<file path="config.mk">
export PLATFORM = sky130hd
export DESIGN_NAME = seq_shift_add_multiplier
export DESIGN_NICKNAME = d
export VERILOG_FILES = /design/src/rtl/mult_pkg.sv /design/src/rtl/rca_adder.sv /design/src/rtl/seq_shift_add_multiplier.sv
export SDC_FILE = /design/constraint.sdc
export NUM_CORES = 1
export LEC_CHECK = 0
export ABC_AREA = 1
export CORE_MARGIN = 10
export CORE_UTILIZATION = 55
export DETAILED_ROUTE_END_ITERATION = 6
export PLACE_DENSITY = 0.75
export SLEW_MARGIN = 20
export SYNTH_ARGS = -nofsm -noshare
export SYNTH_HDL_FRONTEND = slang
export SYNTH_SLANG_ARGS = --single-unit
</file>
<file path="constraint.sdc">
create_clock -name clk -period 6.8 [get_ports clk]
set_input_delay 1.36 -clock clk [delete_from_list [all_inputs] [get_ports clk]]
set_output_delay 1.36 -clock clk [all_outputs]
set_load 0.03 [all_outputs]
</file>
<file path="src/rtl/mult_pkg.sv">
// Shared state encoding and helpers for the sequential shift-and-add multiplier.
package mult_pkg;

   typedef enum logic [1:0] {
      StIdle = 2'd0,
      StBusy = 2'd1,
      StDone = 2'd2
   } state_e;

   // Callers extend operands into MaxW bits, so WIDTH must stay below MaxW.
   localparam int unsigned MaxW = 64;

   function automatic logic [MaxW-1:0] twos_mag(input logic [MaxW-1:0] v);
      return v[MaxW-1] ? (~v + MaxW'(1)) : v;
   endfunction

endpackage

</file>
<file path="src/rtl/rca_adder.sv">
// Parametrised ripple-carry adder with carry-in and carry-out.
module rca_adder #(
   parameter int unsigned WIDTH = 8
) (
   input  logic [WIDTH-1:0] a,
   input  logic [WIDTH-1:0] b,
   input  logic             cin,
   output logic [WIDTH-1:0] sum,
   output logic             cout
);

   logic [WIDTH:0] c;

   assign c[0] = cin;

   for (genvar i = 0; i < WIDTH; i++) begin : g_fa
      assign sum[i]   = a[i] ^ b[i] ^ c[i];
      assign c[i + 1] = (a[i] & b[i]) | (c[i] & (a[i] ^ b[i]));
   end

   assign cout = c[WIDTH];

endmodule

</file>
<file path="src/rtl/seq_shift_add_multiplier.sv">
// Iterative radix-2 shift-and-add multiplier, one partial product per clock,
// with unsigned/two's-complement modes and valid/ready handshakes.
module seq_shift_add_multiplier
   import mult_pkg::*;
#(
   parameter int unsigned WIDTH = 8,
   parameter int unsigned CNT_W = $clog2(WIDTH + 1)
) (
   input  logic               clk,
   input  logic               rst,
   input  logic               in_valid,
   output logic               in_ready,
   input  logic [WIDTH-1:0]   a,
   input  logic [WIDTH-1:0]   b,
   input  logic               signed_mode,
   output logic               out_valid,
   input  logic               out_ready,
   output logic [2*WIDTH-1:0] y,
   output logic               busy
);

   localparam int unsigned PW   = 2 * WIDTH;
   localparam int unsigned IdxW = $clog2(PW);
   localparam logic [CNT_W-1:0] LastCnt = CNT_W'(WIDTH - 1);

   state_e            state_q;
   logic [CNT_W-1:0]  cnt_q;
   logic [PW-1:0]     acc_q;
   logic [WIDTH-1:0]  mag_a_q;
   logic [WIDTH-1:0]  mag_b_q;
   logic              neg_q;

   logic [MaxW-1:0]   ext_a, ext_b;
   logic [WIDTH-1:0]  mag_a_in, mag_b_in;
   logic              neg_in;
   logic [IdxW-1:0]   idx;
   logic [WIDTH-1:0]  acc_win, add_sum;
   logic              add_cout;
   logic [PW-1:0]     acc_step;

   assign ext_a = signed_mode ? {{(MaxW - WIDTH){a[WIDTH-1]}}, a} : {{(MaxW - WIDTH){1'b0}}, a};
   assign ext_b = signed_mode ? {{(MaxW - WIDTH){b[WIDTH-1]}}, b} : {{(MaxW - WIDTH){1'b0}}, b};
   assign mag_a_in = WIDTH'(twos_mag(ext_a));
   assign mag_b_in = WIDTH'(twos_mag(ext_b));
   assign neg_in   = signed_mode & (a[WIDTH-1] ^ b[WIDTH-1]);

   assign idx     = IdxW'(cnt_q);
   assign acc_win = acc_q[idx +: WIDTH];

   rca_adder #(
      .WIDTH (WIDTH)
   ) u_add (
      .a    (acc_win),
      .b    (mag_a_q),
      .cin  (1'b0),
      .sum  (add_sum),
      .cout (add_cout)
   );

   // mag_b_q shifts right each cycle, so bit 0 is always the current multiplier bit.
   always_comb begin
      acc_step = acc_q;
      if (mag_b_q[0]) begin
         acc_step[idx +: WIDTH + 1] = {add_cout, add_sum};
      end
   end

   always_ff @(posedge clk) begin
      if (rst) begin
         state_q   <= StIdle;
         cnt_q     <= '0;
         acc_q     <= '0;
         mag_a_q   <= '0;
         mag_b_q   <= '0;
         neg_q     <= 1'b0;
         y         <= '0;
         out_valid <= 1'b0;
         busy      <= 1'b0;
         in_ready  <= 1'b1;
      end else begin
         case (state_q)
            StIdle: begin
               if (in_valid) begin
                  mag_a_q  <= mag_a_in;
                  mag_b_q  <= mag_b_in;
                  neg_q    <= neg_in;
                  acc_q    <= '0;
                  cnt_q    <= '0;
                  in_ready <= 1'b0;
                  busy     <= 1'b1;
                  state_q  <= StBusy;
               end
            end
            StBusy: begin
               acc_q   <= acc_step;
               mag_b_q <= mag_b_q >> 1;
               cnt_q   <= cnt_q + CNT_W'(1);
               if (cnt_q == LastCnt) begin
                  y         <= neg_q ? (~acc_step + PW'(1)) : acc_step;
                  out_valid <= 1'b1;
                  busy      <= 1'b0;
                  state_q   <= StDone;
               end
            end
            StDone: begin
               if (out_ready) begin
                  out_valid <= 1'b0;
                  in_ready  <= 1'b1;
                  state_q   <= StIdle;
               end
            end
            default: begin
               out_valid <= 1'b0;
               busy      <= 1'b0;
               in_ready  <= 1'b1;
               state_q   <= StIdle;
            end
         endcase
      end
   end

endmodule

</file>
After elaboration in Yosys (flattened, before gate mapping)
Cells that the tools add are included.

storage, ports and cells
  register bits = 58
  output and inout bits = 19
  logic and storage cells = 104

cells by class
  $add $sub $neg = 5
  equal/unequal tests = 6
  shifts and indexed selects = 3
  multiplexer cells = 26
  bitwise operators = 45
  reduce and logical (&&, ||, !) cells = 9

operators by type and width
  cell                                                                     count
  64-bit 2-to-1 mux                                                        2
  16-bit 2-to-1 mux                                                        3
  16-bit one-hot mux with 2 select lines                                   1
  8-bit 2-to-1 mux                                                         3
  16-bit by 1-bit adder with 16-bit output (second input constant)         1
  8-bit by 1-bit adder with 8-bit output (second input constant)           2
  1-bit bitwise AND                                                        16
  16-bit bitwise mux                                                       1
  16-bit inverter                                                          1
  8-bit inverter                                                           2
  8-bit one-hot mux with 2 select lines                                    1
  9-bit by 6-bit variable shift with 16-bit output (first input constant)  1
  16-bit by 5-bit variable part select with 8-bit output                   1
  9-bit by 6-bit variable part select with 16-bit output                   1
  1-bit bitwise XOR                                                        16
  3-bit AND reduction                                                      4
  1-bit one-hot mux with 3 select lines                                    3
  4-bit one-hot mux with 2 select lines                                    1
  1-bit bitwise OR                                                         7
  1-bit 2-to-1 mux                                                         6
  2-bit 2-to-1 mux                                                         3
  2-bit != test (second input constant)                                    3
  4-bit negation with 6-bit output                                         1
  2-bit one-hot mux with 3 select lines                                    1
  9 further kinds                                                          13

Longest topological paths before layout
  depth in word-level cells = 22
  mapped depth = 35
  gate-level depth less buffers = 33

Cells and area by module
From an unflattened synthesis, not the netlist that was laid out.

second synthesis, totals
  cell total of the unflattened synthesis = 814
  area, all modules = 4948.5 um2

by module, submodules not included
  module                    instances  cells an instance  area an instance (um2)  seq. area each (um2)
  seq_shift_add_multiplier  1          796                4750.8                  1161.1
  rca_adder                 1          18                 197.7                   0.0

Worst setup path after synthesis
Ideal clock, no wire load.

  path kind = register to register
  start = register cnt_q[0]
  end = register y[13]
  library setup time = 109 ps
  arrival time = 5656 ps
  setup slack = 1035 ps
  cell stages (with the launch flop) = 32
  period minus slack after synthesis = 5765 ps
  cells stage by stage = dfxtp_1 -> buf_4 -> buf_2 -> clkbuf_1 -> nand2_1 -> o21ai_0 -> o21ai_0 -> o221ai_1 -> ha_1 -> inv_1 -> fa_1 -> fa_1 -> fa_1 -> fa_1 -> fa_1 -> fa_1 -> fa_1 -> o21ai_0 -> and2_1 -> nor2_1 -> nor2_1 -> nand3_1 -> nand2_1 -> inv_1 -> nand2_1 -> nor2_1 -> nand3_1 -> nand2_1 -> nand2_1 -> nand3_1 -> nand2_1 -> inv_1

on the way
  cells in the longest elaborated chain, start to end = 22
  elaborated cells on any way between the ends = 48
  those cells by class = add/sub (2); eq/ne (1); shift (3); mux (3); bitwise (38); reduce/logical (1)

ends and longest elaborated chain
  what                                                           RTL line                          source
  from (decl)                                                    seq_shift_add_multiplier.sv:27    logic [CNT_W-1:0] cnt_q;
  from (signal assigned)                                         seq_shift_add_multiplier.sv:97    cnt_q <= cnt_q + CNT_W'(1);
  16-bit by 5-bit variable part select with 8-bit output         seq_shift_add_multiplier.sv:48    assign acc_win = acc_q[idx +: WIDTH];
  1-bit bitwise AND / 1-bit bitwise XOR (equally long branches)  rca_adder.sv:18, rca_adder.sv:17
  1-bit bitwise AND                                              rca_adder.sv:18                   assign c[i + 1] = (a[i] & b[i]) | (c[i] & (a[i] ^ b[i]));
  1-bit bitwise OR                                               rca_adder.sv:18
  1-bit bitwise AND                                              rca_adder.sv:18
  1-bit bitwise OR                                               rca_adder.sv:18
  1-bit bitwise AND                                              rca_adder.sv:18
  1-bit bitwise OR                                               rca_adder.sv:18
  (+6 left out)                                                  n/a
  1-bit bitwise AND                                              rca_adder.sv:18
  1-bit bitwise OR                                               rca_adder.sv:18
  9-bit by 6-bit variable part select with 16-bit output         seq_shift_add_multiplier.sv:64    acc_step[idx +: WIDTH + 1] = {add_cout, add_sum};
  16-bit bitwise mux                                             seq_shift_add_multiplier.sv:64
  16-bit 2-to-1 mux                                              seq_shift_add_multiplier.sv:63    if (mag_b_q[0]) begin
  16-bit inverter                                                seq_shift_add_multiplier.sv:99    y <= neg_q ? (~acc_step + PW'(1)) : acc_step;
  16-bit by 1-bit adder with 16-bit output                       seq_shift_add_multiplier.sv:99
  16-bit 2-to-1 mux                                              seq_shift_add_multiplier.sv:99
  to (signal assigned)                                           seq_shift_add_multiplier.sv:99
  to (decl)                                                      seq_shift_add_multiplier.sv:18    output logic [2*WIDTH-1:0] y,

Several ways; a longest one is shown, not always the timed one.
A chain may end at the register's enable or synchronous reset.

Final worst setup path
  start = register cnt_q[1]
  end = register y[14]

Same word-level chain as after synthesis.

==> results by stage <==
Routing:
- The average detailed-routed wire length per instance is 16.0 um.
- For this block, the routed nets add up to 15400 um of wire.
- The count of nets left with antenna violations after detail routing is 0.
- The final route contains 5554 vias.
- The via density per instance is between 5 and 6.
- The detailed-route DRC error count is 0.
- The number of DRC markers after the initial detailed-route iteration is 561.
- For this run, the detailed router's first-pass iteration total came to 6.

STA:
- The setup TNS is 0 ns.
- Dividing the final minimum period by the clock period gives 90.9%.
- Hold is met by 0.465 ns.
- The clock period minus final worst setup slack is between 6 and 7 ns.
- Setup repair after global routing left no endpoint under its margin.
- At the pin with the least slew margin, the transition time is 0.750 ns.
- On the final layout, the worst clock skew is 0.00937 ns.
- The number of failing hold endpoints at the final stage is 0.
- The worst slew slack as a fraction of its limit is 49.9%.
- Static timing analysis puts the maximum clock frequency at 162 MHz.
- The final count of negative-setup-slack endpoints is 0.
- The final number of max-transition violations is 0.

Synthesis:
- The commonest cells after synthesis are sky130_fd_sc_hd__nand2_1 (223), sky130_fd_sc_hd__nor2_1 (97), sky130_fd_sc_hd__nand3_1 (93).
- The yosys synthesis warning count is 0.
- In the post-synthesis netlist, the cell with the most instances is sky130_fd_sc_hd__nand2_1.
- Of the post-synthesis cell area, the dominant cell type holds 23.5%.
- The register bit count reported by yosys is slightly below 60.
- The number of enable-type register cells in the synthesized netlist is 0.
- After technology mapping, the gate count stands at 827.
- The total nets after synthesis is 861.
- Sorting the synthesized cells by area gives the leading types as sky130_fd_sc_hd__dfxtp_1 (23%), sky130_fd_sc_hd__nand2_1 (17%), sky130_fd_sc_hd__nand3_1 (9.4%).
- The proportion of synthesized flip-flops having asynchronous set or reset is 0%.
- The number of distinct library cells after synthesis is 42.
- The mean area per synthesized cell is 5.98 sq um.
- The most used flip-flop cell after synthesis is sky130_fd_sc_hd__dfxtp_1.
- The netlist area before placement is 4950 sq um.
- The biggest area contributor in the post-synthesis netlist is sky130_fd_sc_hd__dfxtp_1.
- Of the synthesized area, sequential elements account for 23.5%.

Die:
- Measured along the x axis, the die boundary spans 115 um.
- The total number of placement rows is 34.
- The chip height is 115 um.
- The die covers 13200 sq um.
- The top-level port count is 40.
- The core outline area is 8720 sq um.
- The initial core utilization is between 50% and 60%.

Worst setup path:
- The cell that appears most often on the critical path is sky130_fd_sc_hd__fa_1.
- STA puts the critical path data required time at around 7 ns.
- The worst setup path is launched from a register.
- The data arrival time of the worst path is 6.41 ns.
- Among all stages on the critical path, the largest delay is contributed by sky130_fd_sc_hd__dfxtp_1.
- The largest fanout of any net on the critical path is 20.
- The type of destination of the critical path is a register.
- The category of the critical setup timing path is reg2reg.
- The worst register-to-register path has a depth of 29.
- The largest stage delay on the critical path is ~0.81 ns.

Power and ir drop:
- The internal power consumption is about 0.64 mW.
- The register share of total power is 34.7%.
- The leakage power total is ~2.4 nW.
- Total power for the finished layout comes to 1.05 mW.
- The switching power as a share of total power is 39.3%.
- In this run, the clock network consumes between 30% and 40% of the power.
- The largest voltage drop on the vdd net is 0.000131 V.
- The total net switching power is between 0.4 and 0.5 mW.
- The power share of the combinational group is between 30% and 40%.
- The ratio of total power to cell area is 189 nW/um^2.

GRT:
- The pin count of the biggest net entering global routing is 39.
- The first global-routing pass estimated approximately 25000 um of wire.
- The global-route congestion overflow total is 0.
- The number of antenna violations at the first check in global routing was 0.
- The via count of the first global-routing pass is 5082.
- For this run, the total global-route usage over all layers was measured as 23.4%.

Outcome:
- The flow ran to the end, and the final reports show no timing, DRC or antenna violations.

Clocking:
- The buffer count from post-CTS setup fixing is 0.
- TritonCTS built the clock tree.
- TritonCTS created 9 clock buffers.
- The cell at the root of the clock tree is sky130_fd_sc_hd__clkbuf_8.
- The number of hold buffers added after CTS was 0.
- The later pin in the worst-skew pair is clocked with a latency of 0.34 ns.
- After clock tree synthesis, the clock-pin slew on the worst setup and hold paths is 0.07 ns.
- Post-CTS repair changed the size of 0 cells.
- The level count of the clock H-tree is 3.
- The clock drives 58 sinks.
- In this run the deepest clock path goes through 2 buffers.

Worst hold path:
- The worst hold path was traced through 2 stages.
- The classification of the worst-slack hold path is reg2reg.

Cells and area:
- The area growth from synthesis to layout is 12.3%.
- The post-route netlist has 9.70% of its cells at a drive strength greater than 1.
- The final net count is 885.
- The number of antenna diodes in the final layout is 0.
- The finished layout holds around 960 standard cells, fillers aside.

Placement:
- Summed over all nets, the half-perimeter wirelength after detailed placement is between 10000 and 15000 um.
- The congestion estimate from routability-driven global placement came to 0.961.
- During placement, the flow inserted port buffers numbering 39.
- The cell total after placement is 948.

Flow run:
- The total of max-cap violations is 0.
[critical path, delay by kind of cell, from the launching register on]
| family | cells | cell delay (ns) |
|---|---|---|
| compound gates | 4 | 0.59 |
| buf+inv | 4 | 0.39 |
| fa+ha+maj | 8 | 3.07 |
| flops | 1 | 0.81 |
| simple gates | 13 | 1.21 |
[layout by cell type, fill, tap and decap left out, drive strengths merged, types with 2 or more instances in the layout]
cell / n
clkbuf: 9
a31oi: 10
o221ai: 4
nor2: 108
xor2: 2
clkinv: 8
o31ai: 2
xnor2: 4
clkdlybuf4s50: 39
nand3: 100
dfxtp: 58
buf: 10
o21ai: 69
o211ai: 2
o22ai: 11
fa: 7
inv: 85
a221oi: 4
ha: 6
nand3b: 2
nand2: 248
nand4: 5
a21oi: 50
nor3: 8
[layout make-up]
class,instances,area (sq um)
Clock inverter,7,70.1
Inverter,88,330
Sequential cell,58,1160
Clock buffer,9,124
Timing Repair Buffer,49,465
Tap cell,108,135
Fill cell,867,3160
Multi-Input combinational cell,645,3270
[metrics by stage]
step,cell area [sq um],utilization (%),setup slack [ns]
after floorplan,4950,-,1.03
after global placement,5360,61.5,0.828
after detailed placement,5360,61.5,0.681
after CTS,5560,63.7,0.685
after global routing,5560,63.7,0.0462
final,5560,63.7,0.619
[sequential cells by signal, summed over array words and instances (netlist names)]
name and flops:
mag_b_q 8, mag_a_q 8, in_ready 1, acc_q 16
busy 1, neg_q 1, out_valid 1, y 16
state_q 2, cnt_q 4
[kinds of logic (layout without fill, tap and decap cells)]
kind of cell	count (synthesis)	after routing	synth area share [%]
buffers and inverters	124	153	10.5
AO/OA/AOI/OAI	152	152	17.2
flip-flops	58	58	23.5
adder cells (fa/ha/maj)	13	13	4.35
AND/OR/NAND/NOR	474	474	43.2
XOR/XNOR	6	6	1.21
[power groups by stage]
stage / clock, mW / sequential (mW) / combinational, mW
after floorplan: 0 / 0.368 / 0.276
after global placement: 0 / 0.371 / 0.358
after detailed placement: 0 / 0.372 / 0.361
after CTS: 0.322 / 0.364 / 0.364
after global routing: 0.337 / 0.366 / 0.414
final: 0.315 / 0.364 / 0.372
[per-layer routing]
metal	global-route usage, %	up-vias	wire, um
met4	8.58	0	450
met3	4.43	39	1160
met1	32.8	2513	7050
met2	34.8	246	6760
met5	0	-	0
li1	-	2756	-
[worst paths after layout]
path                                 start         end  slack (ns)
worst max-delay path              cnt_q[1]       y[14]        0.62
worst min-delay path            mag_b_q[7]  mag_b_q[7]        0.46
worst max register to register    cnt_q[1]       y[14]        0.62
worst min register to register  mag_b_q[7]  mag_b_q[7]        0.46
Power figures use the tool's default switching activity.
